--- src/rtl/vga_frame_regs.sv ---
// Frame-synchronous shadow/active register bank feeding the VGA controller; commit latency 1 clk after vsync fall.
// No backpressure: writes are always accepted, and the commit is deferred while hold is high or nothing is dirty.
module vga_frame_regs #(
    parameter int         FRAME_CNT_W = 16,
    parameter logic [2:0] RESET_MODE  = 3'd0
) (
    input  logic                   vga_clk,
    input  logic                   reset,
    input  logic                   wr_en,
    input  logic [3:0]             wr_sel,
    input  logic [31:0]            wr_data,
    input  logic                   hold,
    input  logic                   vs_n,
    output logic [31:0]            block1x,
    output logic [31:0]            block1y,
    output logic [31:0]            block2x,
    output logic [31:0]            block2y,
    output logic [31:0]            block3x,
    output logic [31:0]            block3y,
    output logic [31:0]            block4x,
    output logic [31:0]            block4y,
    output logic [31:0]            score,
    output logic [31:0]            blockType,
    output logic [31:0]            screenMode,
    output logic [FRAME_CNT_W-1:0] frame_cnt,
    output logic                   commit_pulse,
    output logic                   pending,
    output logic                   sel_err
);

    localparam int          NWORDS   = 11;
    localparam int          MODE_IDX = 10;
    localparam logic [31:0] MODE_RST = {RESET_MODE, 29'd0};
    localparam logic [FRAME_CNT_W-1:0] CNT_ONE = {{(FRAME_CNT_W-1){1'b0}}, 1'b1};

    logic [31:0]            shadow_q [NWORDS];
    logic [31:0]            shadow_d [NWORDS];
    logic [31:0]            active_q [NWORDS];
    logic [31:0]            active_d [NWORDS];
    logic [FRAME_CNT_W-1:0] frame_cnt_q, frame_cnt_d;
    logic                   vs_d_q;
    logic                   pending_q, pending_d;
    logic                   commit_pulse_q, sel_err_q;
    logic                   vs_fall, wr_valid, commit;

    assign vs_fall  = vs_d_q & ~vs_n;
    assign wr_valid = wr_en & (wr_sel <= 4'd10);
    assign commit   = vs_fall & pending_q & ~hold;

    // Commit reads the pre-edge shadow, so a write in the commit cycle waits for the next frame.
    always_comb begin
        shadow_d    = shadow_q;
        active_d    = active_q;
        pending_d   = pending_q;
        frame_cnt_d = frame_cnt_q;
        if (commit) begin
            active_d  = shadow_q;
            pending_d = 1'b0;
        end
        if (wr_valid) begin
            shadow_d[wr_sel] = wr_data;
            pending_d        = 1'b1;
        end
        if (vs_fall) begin
            frame_cnt_d = frame_cnt_q + CNT_ONE;
        end
    end

    always_ff @(posedge vga_clk or posedge reset) begin
        if (reset) begin
            for (int i = 0; i < NWORDS; i++) begin
                shadow_q[i] <= (i == MODE_IDX) ? MODE_RST : 32'd0;
                active_q[i] <= (i == MODE_IDX) ? MODE_RST : 32'd0;
            end
            frame_cnt_q    <= '0;
            vs_d_q         <= 1'b1;
            pending_q      <= 1'b0;
            commit_pulse_q <= 1'b0;
            sel_err_q      <= 1'b0;
        end else begin
            shadow_q       <= shadow_d;
            active_q       <= active_d;
            frame_cnt_q    <= frame_cnt_d;
            vs_d_q         <= vs_n;
            pending_q      <= pending_d;
            commit_pulse_q <= commit;
            sel_err_q      <= wr_en & (wr_sel > 4'd10);
        end
    end

    assign block1x      = active_q[0];
    assign block1y      = active_q[1];
    assign block2x      = active_q[2];
    assign block2y      = active_q[3];
    assign block3x      = active_q[4];
    assign block3y      = active_q[5];
    assign block4x      = active_q[6];
    assign block4y      = active_q[7];
    assign score        = active_q[8];
    assign blockType    = active_q[9];
    assign screenMode   = active_q[MODE_IDX];
    assign frame_cnt    = frame_cnt_q;
    assign commit_pulse = commit_pulse_q;
    assign pending      = pending_q;
    assign sel_err      = sel_err_q;

endmodule

--- config.mk ---
export PLATFORM = sky130hd
export DESIGN_NAME = vga_frame_regs
export DESIGN_NICKNAME = d
export VERILOG_FILES = /design/src/rtl/vga_frame_regs.sv
export SDC_FILE = /design/constraint.sdc
export NUM_CORES = 1
export LEC_CHECK = 0
export ABC_CLOCK_PERIOD_IN_PS = 66100
export CAP_MARGIN = 20
export CORE_UTILIZATION = 60
export CTS_BUF_LIST = sky130_fd_sc_hd__clkbuf_8
export DETAILED_ROUTE_END_ITERATION = 8
export PLACE_DENSITY_LB_ADDON = 0.2
export SKIP_LAST_GASP = 1
export SYNTH_ARGS = -nofsm -noshare
export SYNTH_HDL_FRONTEND = slang
export SYNTH_SLANG_ARGS = --single-unit
--- constraint.sdc ---
create_clock -name vga_clk -period 66.1 [get_ports vga_clk]
set_input_delay 6.61 -clock vga_clk [delete_from_list [all_inputs] [get_ports vga_clk]]
set_output_delay 6.61 -clock vga_clk [all_outputs]
set_load 0.01 [all_outputs]
==> flow_summary.ini, run 1 <==
[finish]
fin_util_pct = 76.0
area_growth_pct = 24.7
layout-drive-gt1-share_pct = 40.3
nNetsFinal = 2080

[worst_setup_path]
cp_max_fo = 194
worstPathRequired_ns = 66.66
cpPeakStageDelay_ns = 0.78
cp_top_family = buffers and inverters
crit_top_cell = buf_12
critPathBufInv = 3
r2r_slack_ns = 62.65
critical_path_class = in2reg
end_kind = register
crit_chain = clkdlybuf4s50_1, and2b_1, nor3b_4, buf_12, buf_12, mux2_2
arrival_ns = 9.93
startpoint_type = primary input
cpMaxStageDelayCell = buf_12

[timing]
max-slew-margin-rel_pct = 22.1
finalHoldViolCount = 0
whs_ns = 0.476
finalCritPeriodShare_pct = 14.2
slew_viol_final = 0
skew_ns = 0.0211
rsz0062_at_grt = no
fin_ws_ns = 56.72
worst-slew-pin-transition_ns = 1.17
setup_violations = 0
fmax_ghz = 0.107
fin_setup_tns_ns = 0
fin_crit_ns = 9.38

[die]
initial_core_util_pct = 61.0
rows = 77
coreArea_um2 = 44400
ios = 412
chipHeight_um = 214
die_area_um2 = 46000
dieWidth_um = 214

[grt]
grtUsageMet1_pct = 37.5
grt_util_met2_pct = 44.2
grt_max_degree = 196
antenna_found_initial = 5
grt_pass1_vias = 16427
busiest_layer = met2
grt_pass1_wl_um = 98200
use_met3_pct = 8.26
grt.overflow.total = 0
grtUsageTotal_pct = 28.2

[yosys]
async_reset_ff_share_pct = 100
synth_seq_area_share_pct = 66.9
synthesis.area_um2 = 27100
synth.most_common_cell = dfrtp_1
synth_edf_count = 0
yosys_warnings = 0
synth_fp_nets = 1646
synth_area_leaders = dfrtp_1 (67%), mux2_2 (28%), mux2_1 (1.2%)
synthCells = 1604
synth_commonest_cells = dfrtp_1 (723), mux2_2 (675), buf_2 (45), clkbuf_1 (34), mux2_1 (30)
netlist.area_leader.share_pct = 66.8
yosys_register_bits = 724
synth_top_area_cell = dfrtp_1
yosysUniqueCellTypes = 28
synth_flop_cell = dfrtp_1
synth_area_per_cell_um2 = 16.9

[hold_path]
hp-class = reg2reg

[cts]
cts-root-buf = clkbuf_8
ctsResizeCount = 0
cts_tree = done
clock_latency_ns = 0.69
clkSlewWorstSetupHoldPaths_ns = 0.06
max-clock-path-buffers = 3
cts.sinks = 724
post_cts_buffers = 0
cts_hold_buf = 0
numCtsBuffers = 109
htree_num_levels = 3

[place]
place_ws_ns = 56.17
gp_congestion = 0.797
dp_hpwl_um = 40700
io_buffers = 411

[route]
num_vias = 15086
dr.pass1.iters = 4
vias_per_cell = 5.57
post_drt_wl_per_cell_um = 23.3
drtIter0Drc = 905
drc_errors = 0
drt_wl_total_um = 63200
ant_nets = 0

[power]
total_power_uw = 1410
peakVddDrop_v = 0.0000284
p_leak_uw = 0.0150
powerDensity_nw_per_um2 = 41.6

[job]
max-cap-violations = 0

[status]
status = complete, no violations
-- layer usage --
layer | vias up | wire length [µm] | part of all wire, %
li1 | 6508 | - | -
met4 | 4 | 1930 | 3.1
met3 | 114 | 4510 | 7.1
met1 | 8056 | 26500 | 42
met5 | - | 28 | 0.044
met2 | 404 | 30200 | 48
-- logic make-up after synthesis --
family | Yosys count | synth area share, %
adders and majority gates | 1 | 0.0462
AOI/OAI and AO/OA | 3 | 0.0554
xor gates and xnor gates | 15 | 0.485
buffers and inverters | 110 | 2.22
DFF | 724 | 66.9
muxes | 705 | 29.3
and+or+nand+nor | 46 | 0.979
-- registers in the layout (all words and copies together), names as in the netlist --
register / flops
vs_d_q: 1
block3y: 32
block4y: 32
block2y: 32
block2x: 32
block1x: 32
pending: 1
score: 32
block3x: 32
block1y: 32
shadow_q: 352
screenMode: 32
frame_cnt: 16
sel_err: 1
block4x: 32
commit_pulse: 1
blockType: 32
-- cells in the final DEF (no fill, tap or decap), types with 2 or more instances in the layout --
cell type	instances
and3_1	2
buf_12	5
buf_16	2
buf_4	12
clkbuf_8	138
clkdlybuf4s50_1	411
clkinv_2	2
clkinvlp_4	3
dfrtp_1	723
diode_2	4
inv_1	45
mux2_1	30
mux2_2	675
nand2_1	7
nand2_2	2
nand2b_1	2
nand2b_2	2
nand3_1	4
nand4_1	7
nor2_1	7
nor2_4	3
nor3_1	2
nor3_4	2
o21ai_0	2
xnor2_1	10
xor2_1	5
-- path summary, 6_finish.rpt --
check                                    from            end  cells past startpoint
worst max-delay path                     vs_n      score[18]                      6
worst min-delay path            frame_cnt[15]  frame_cnt[15]                      1
min in group asynchronous               reset    block3x[16]                      2
worst min register to register  frame_cnt[15]  frame_cnt[15]                      1
max in group asynchronous               reset    block2y[27]                      4
worst max register to register         vs_d_q      score[18]                      5
-- power by group --
group          internal [µW]  switching, µW  leakage, µW
clock                    185            163      0.00123
sequential               580           86.7      0.00895
combinational            245            145      0.00484
total                   1010            395       0.0150
-- area by class of cell --
class / count / area [µm²]
Tap cell: 592 / 741
Clock buffer: 138 / 1900
Antenna cell: 4 / 10.0
Multi-Input combinational cell: 770 / 8410
Fill cell: 2663 / 10700
Sequential cell: 724 / 18100
Timing Repair Buffer: 430 / 4360
Inverter: 3 / 18.8
Clock inverter: 49 / 203
-- worst register-to-register path: cells and delay by family, from the launching register on --
family,cells,cell delay [ns]
multiplexers,1,0.53
buffers and inverters,2,1.76
flip-flops,1,0.56
AND/OR/NAND/NOR,2,0.48
-- per-stage QoR --
stage | cell area (µm²) | cells
after global placement | 31600 | 2516
after floorplan | 27100 | 1604
after CTS | 33700 | 2704
after global routing | 33800 | 2707
after detailed placement | 31600 | 2517
final | 33800 | 2710
No activity file was read; power rests on OpenSTA's default activity.
==> inputs of run 2 (changes only) <==
--- a/config.mk
+++ b/config.mk
@@ -5,9 +5,9 @@
 export SDC_FILE = /design/constraint.sdc
 export NUM_CORES = 1
 export LEC_CHECK = 0
-export ABC_CLOCK_PERIOD_IN_PS = 66100
+export ABC_CLOCK_PERIOD_IN_PS = 8840
 export CAP_MARGIN = 20
-export CORE_UTILIZATION = 60
+export CORE_UTILIZATION = 56
 export CTS_BUF_LIST = sky130_fd_sc_hd__clkbuf_8
 export DETAILED_ROUTE_END_ITERATION = 8
 export PLACE_DENSITY_LB_ADDON = 0.2
==> constraint.sdc (replaced) <==
create_clock -name vga_clk -period 8.84 [get_ports vga_clk]
set_input_delay 0.884 -clock vga_clk [delete_from_list [all_inputs] [get_ports vga_clk]]
set_output_delay 0.884 -clock vga_clk [all_outputs]
set_load 0.01 [all_outputs]
==> flow_summary.ini, run 2 (synthesis results as in run 1) <==
[timing]
fin_ws_ns = 5.95
worst-slew-pin-transition_ns = 1.23
slew_viol_final = 0
fin_crit_ns = 2.89
setup_violations = 0
max-slew-margin-rel_pct = 18.2
rsz0062_at_grt = no
skew_ns = 0.0187
finalHoldViolCount = 0
fmax_ghz = 0.346
finalCritPeriodShare_pct = 32.7

[worst_setup_path]
startpoint_type = primary input
critical_path_class = in2reg
cp_max_fo = 176
end_kind = register
arrival_ns = 3.46
worstPathRequired_ns = 9.41
reg2reg_depth = 4
r2r-end = block2y[8]
r2r_slack_ns = 6.17
r2r-start = vs_d_q

[grt]
grt_max_degree = 192
grt_pass1_wl_um = 98100
antenna_found_initial = 2
grt_pass1_vias = 16493
grtUsageTotal_pct = 26.4
grt.overflow.total = 0

[place]
gp_congestion = 0.788
placed_cell_area_um2 = 31600
dp_hpwl_um = 40800
place_ws_ns = 5.30
io_buffers = 411

[route]
post_drt_wl_per_cell_um = 23.1
dr.pass1.iters = 4
drc_errors = 0
drt_wl_total_um = 63400
ant_nets = 0
vias_per_cell = 5.45
drtIter0Drc = 839
num_vias = 14953

[finish]
fillers = 3199
postLayoutCellArea_um2 = 33900
layout_common_cells = dfrtp_1 (723), mux2_2 (675), clkdlybuf4s50_1 (411)
nNetsFinal = 2086
largest_reg_flops = 352
layout-drive-gt1-share_pct = 40.7
largest-register = shadow_q
area_growth_pct = 25.3
layout_commonest_cell = dfrtp_1

[cts]
htree_num_levels = 3
clkSlewWorstSetupHoldPaths_ns = 0.06
cts_hold_buf = 0
max-clock-path-buffers = 3
numCtsBuffers = 112
post_cts_buffers = 0
cts-root-buf = clkbuf_8
cts_tree = done
clock_latency_ns = 0.69
cts.sinks = 724
ctsResizeCount = 0

[power]
peakVddDrop_v = 0.000190
p_leak_uw = 0.0151
powerDensity_nw_per_um2 = 313

[hold_path]
min_path_cells = 1
worstHoldEndpoint = frame_cnt[15]
min_from = frame_cnt[15]
hp-class = reg2reg

[status]
status = complete, no violations

[job]
max-cap-violations = 0

[die]
ios = 412
rows = 80
dieWidth_um = 222
chipHeight_um = 222
die_area_um2 = 49200
coreArea_um2 = 47700
initial_core_util_pct = 56.7
run 2: worst max-delay path by stage:
stage / startpoint / cells past startpoint / end / slack, ns
6_report: vs_n / 5 / block2y[8] / 5.95
5_1_grt: wr_sel[2] / 5 / shadow_q[254] / 5.95
4_1_cts: wr_sel[2] / 5 / shadow_q[225] / 6.04
3_5_place_dp: wr_sel[2] / 5 / shadow_q[254] / 5.30
3_3_place_gp: wr_sel[2] / 5 / shadow_q[226] / 5.40
2_1_floorplan: reset / 1 / block1x[0] / -1.96
run 2: layer usage:
metal	routed length (µm)	share of wire, %	GRT usage, %
met5	11	0.017	0
met4	1840	2.9	10.5
met3	4250	6.7	7.86
met2	30500	48	41.9
met1	26700	42	34.3
run 2: final cells by class:
class / count / area [µm²] / share of cell area [%]
clock inverter: 53 / 213 / 0.627
multi-input combinational: 770 / 8410 / 24.8
timing repair buffer: 433 / 4370 / 12.9
antenna: 1 / 2.50 / 0.00738
clock buffer: 147 / 2020 / 5.96
tap: 615 / 769 / 2.27
sequential: 724 / 18100 / 53.4
inverter: 3 / 15.0 / 0.0443
run 2: where the power goes:
group	switching, µW	leakage, µW	internal, µW
combinational	1150	0.00485	1840
sequential	563	0.00895	4340
clock	1240	0.00133	1470
total	2960	0.0151	7650
run 2: stage by stage:
step | hold WS, ns | power (µW) | setup TNS (ns) | instances | utilization (%)
after global routing | 0.499 | 11100 | 0 | 2746 | 71.1
after detailed placement | 0.469 | 7960 | 0 | 2543 | 66.3
after floorplan | 0.452 | 6150 | -1417.70 | 1604 | -
after global placement | 0.463 | 7840 | 0 | 2543 | 66.3
after CTS | 0.477 | 10700 | 0 | 2743 | 71.0
final | 0.471 | 10600 | 0 | 2746 | 71.1
run 2: critical path, cell delays in order:
cell and delay (ns):
clkdlybuf4s50_1 0.46, and2b_1 0.37, nor3b_4 0.34, buf_12 0.57, mux2_2 0.44
==> inputs of run 3 (changes only) <==
--- a/config.mk
+++ b/config.mk
@@ -5,9 +5,9 @@
 export SDC_FILE = /design/constraint.sdc
 export NUM_CORES = 1
 export LEC_CHECK = 0
-export ABC_CLOCK_PERIOD_IN_PS = 8840
+export ABC_CLOCK_PERIOD_IN_PS = 2300
 export CAP_MARGIN = 20
-export CORE_UTILIZATION = 56
+export CORE_UTILIZATION = 50
 export CTS_BUF_LIST = sky130_fd_sc_hd__clkbuf_8
 export DETAILED_ROUTE_END_ITERATION = 8
 export PLACE_DENSITY_LB_ADDON = 0.2
==> constraint.sdc (replaced) <==
create_clock -name vga_clk -period 2.3 [get_ports vga_clk]
set_input_delay 0.23 -clock vga_clk [delete_from_list [all_inputs] [get_ports vga_clk]]
set_output_delay 0.23 -clock vga_clk [all_outputs]
set_load 0.01 [all_outputs]
==> flow_summary.ini, run 3 (synthesis results as in run 1) <==
[finish]
largest_reg_flops = 352
fin_util_pct = 65.5
layout_commonest_cell = dfrtp_1
fillers = 3834
nNetsFinal = 2137
largest-register = shadow_q
area_growth_pct = 28.4
layout-drive-gt1-share_pct = 42.4
layout_common_cells = dfrtp_1 (723), mux2_2 (675), clkdlybuf4s50_1 (411)

[place]
io_buffers = 411
dp_hpwl_um = 44400
gp_congestion = 0.813
place_ws_ns = 0.0175

[die]
ios = 412
die_area_um2 = 55100
initial_core_util_pct = 51.0
dieWidth_um = 235
rows = 84
coreArea_um2 = 53100
chipHeight_um = 235

[route]
num_vias = 15317
vias_per_cell = 5.34
drtIter0Drc = 639
dr.pass1.iters = 4
ant_nets = 0
drc_errors = 0
post_drt_wl_per_cell_um = 23.0
drt_wl_total_um = 66000

[status]
status = complete, no violations

[worst_setup_path]
arrival_ns = 2.74
cpPeakStageDelay_ns = 0.54
r2r-start = vs_d_q
end_kind = register
cp_top_family = buffers and inverters
crit_chain = dlygate4sd3_1, clkdlybuf4s50_1, and2b_1, nor3b_4, buf_12, buf_4, mux2_2
cpMaxStageDelayCell = dlygate4sd3_1
startpoint_type = primary input
critPathBufInv = 4
worstPathRequired_ns = 2.87
critical_path_class = in2reg
r2r-end = block4y[20]
r2r_slack_ns = 0.27
reg2reg_depth = 5
cp_max_fo = 21

[grt]
grt_pass1_vias = 16684
grt.overflow.total = 0
grtUsageTotal_pct = 24.6
grt_pass1_wl_um = 103000
antenna_found_initial = 7
grt_max_degree = 101

[cts]
htree_num_levels = 3
max-clock-path-buffers = 3
ctsResizeCount = 0
cts_tree = done
cts-root-buf = clkbuf_8
numCtsBuffers = 114
clkSlewWorstSetupHoldPaths_ns = 0.06
clock_latency_ns = 0.70
cts.sinks = 724

[timing]
worst-slew-pin-transition_ns = 0.825
finalHoldViolCount = 0
rsz0062_at_grt = no
fin_crit_ns = 2.17
fin_ws_ns = 0.128
fin_setup_tns_ns = 0
skew_ns = 0.0319
max-slew-margin-rel_pct = 44.8
slew_viol_final = 0
finalCritPeriodShare_pct = 94.4
setup_violations = 0
fmax_ghz = 0.460

[power]
p_leak_uw = 0.0155
peakVddDrop_v = 0.000706
total_power_uw = 41300
powerDensity_nw_per_um2 = 1190

[job]
max-cap-violations = 0

[hold_path]
hp-class = in2async
[run 3: cell count changes in the layout (fill, tap and decap cells not counted)]
cell           change
clkinv_2           +3
bufinv_16          +2
inv_1             -11
clkinvlp_4         +1
clkbuf_8           +4
buf_4             +25
dlygate4sd3_1      +1
diode_2            +1
buf_16             -1
buf_12            +24
[run 3: worst min-delay path: stages]
cell             delay (ns)
clkdlybuf4s50_1        0.49
clkinvlp_4             0.17
buf_12                 0.18
[run 3: what timing repair did]
item                                   4_1_cts  5_1_grt
setup buffers                                0        0
hold buffers                                 1        0
endpoints found under the hold margin        1        0
[run 3: report_power, final]
| group | switching (µW) | internal, µW | total [µW] |
|---|---|---|---|
| Sequential | 2630 | 16700 | 19300 |
| Combinational | 4030 | 7120 | 11100 |
| Clock | 4820 | 6030 | 10900 |
[run 3: worst max path at each step]
stage / from / end / cells past startpoint
global placement: vs_n / block1y[17] / 6
global route: vs_n / block2x[16] / 7
finish: vs_n / block4y[20] / 7
floorplan: reset / block1x[0] / 1
detailed placement: vs_n / block3y[22] / 6
CTS: vs_n / block1y[13] / 7
[run 3: metrics by stage]
stage / cells / hold slack (ns) / cell area, µm²
6_report: 2868 / 0.0555 / 34800
5_1_grt: 2866 / 0.00358 / 34800
4_1_cts: 2866 / 0.00367 / 34800
3_5_place_dp: 2666 / 0.468 / 32400
3_3_place_gp: 2666 / 0.463 / 32400
2_1_floorplan: 1604 / 0.234 / 27100
[run 3: per-layer routing]
| layer | GRT usage [%] | vias to the layer above | share of wire [%] |
|---|---|---|---|
| met3 | 7.46 | 125 | 6.5 |
| met4 | 7.36 | 12 | 2.5 |
| li1 | - | 6622 | - |
| met2 | 39.8 | 401 | 48 |
| met1 | 31.9 | 8157 | 42 |
| met5 | 0 | - | 0.12 |
[run 3: final cells by class]
type	count	area, µm²	area share (%)
Timing Repair Buffer	482	5020	14.5
Tap cell	688	861	2.48
Sequential cell	724	18100	52.1
Clock inverter	48	254	0.730
Multi-Input combinational cell	770	8410	24.2
Clock buffer	151	2080	5.98
Inverter	3	15.0	0.0432
Antenna cell	2	5.00	0.0144
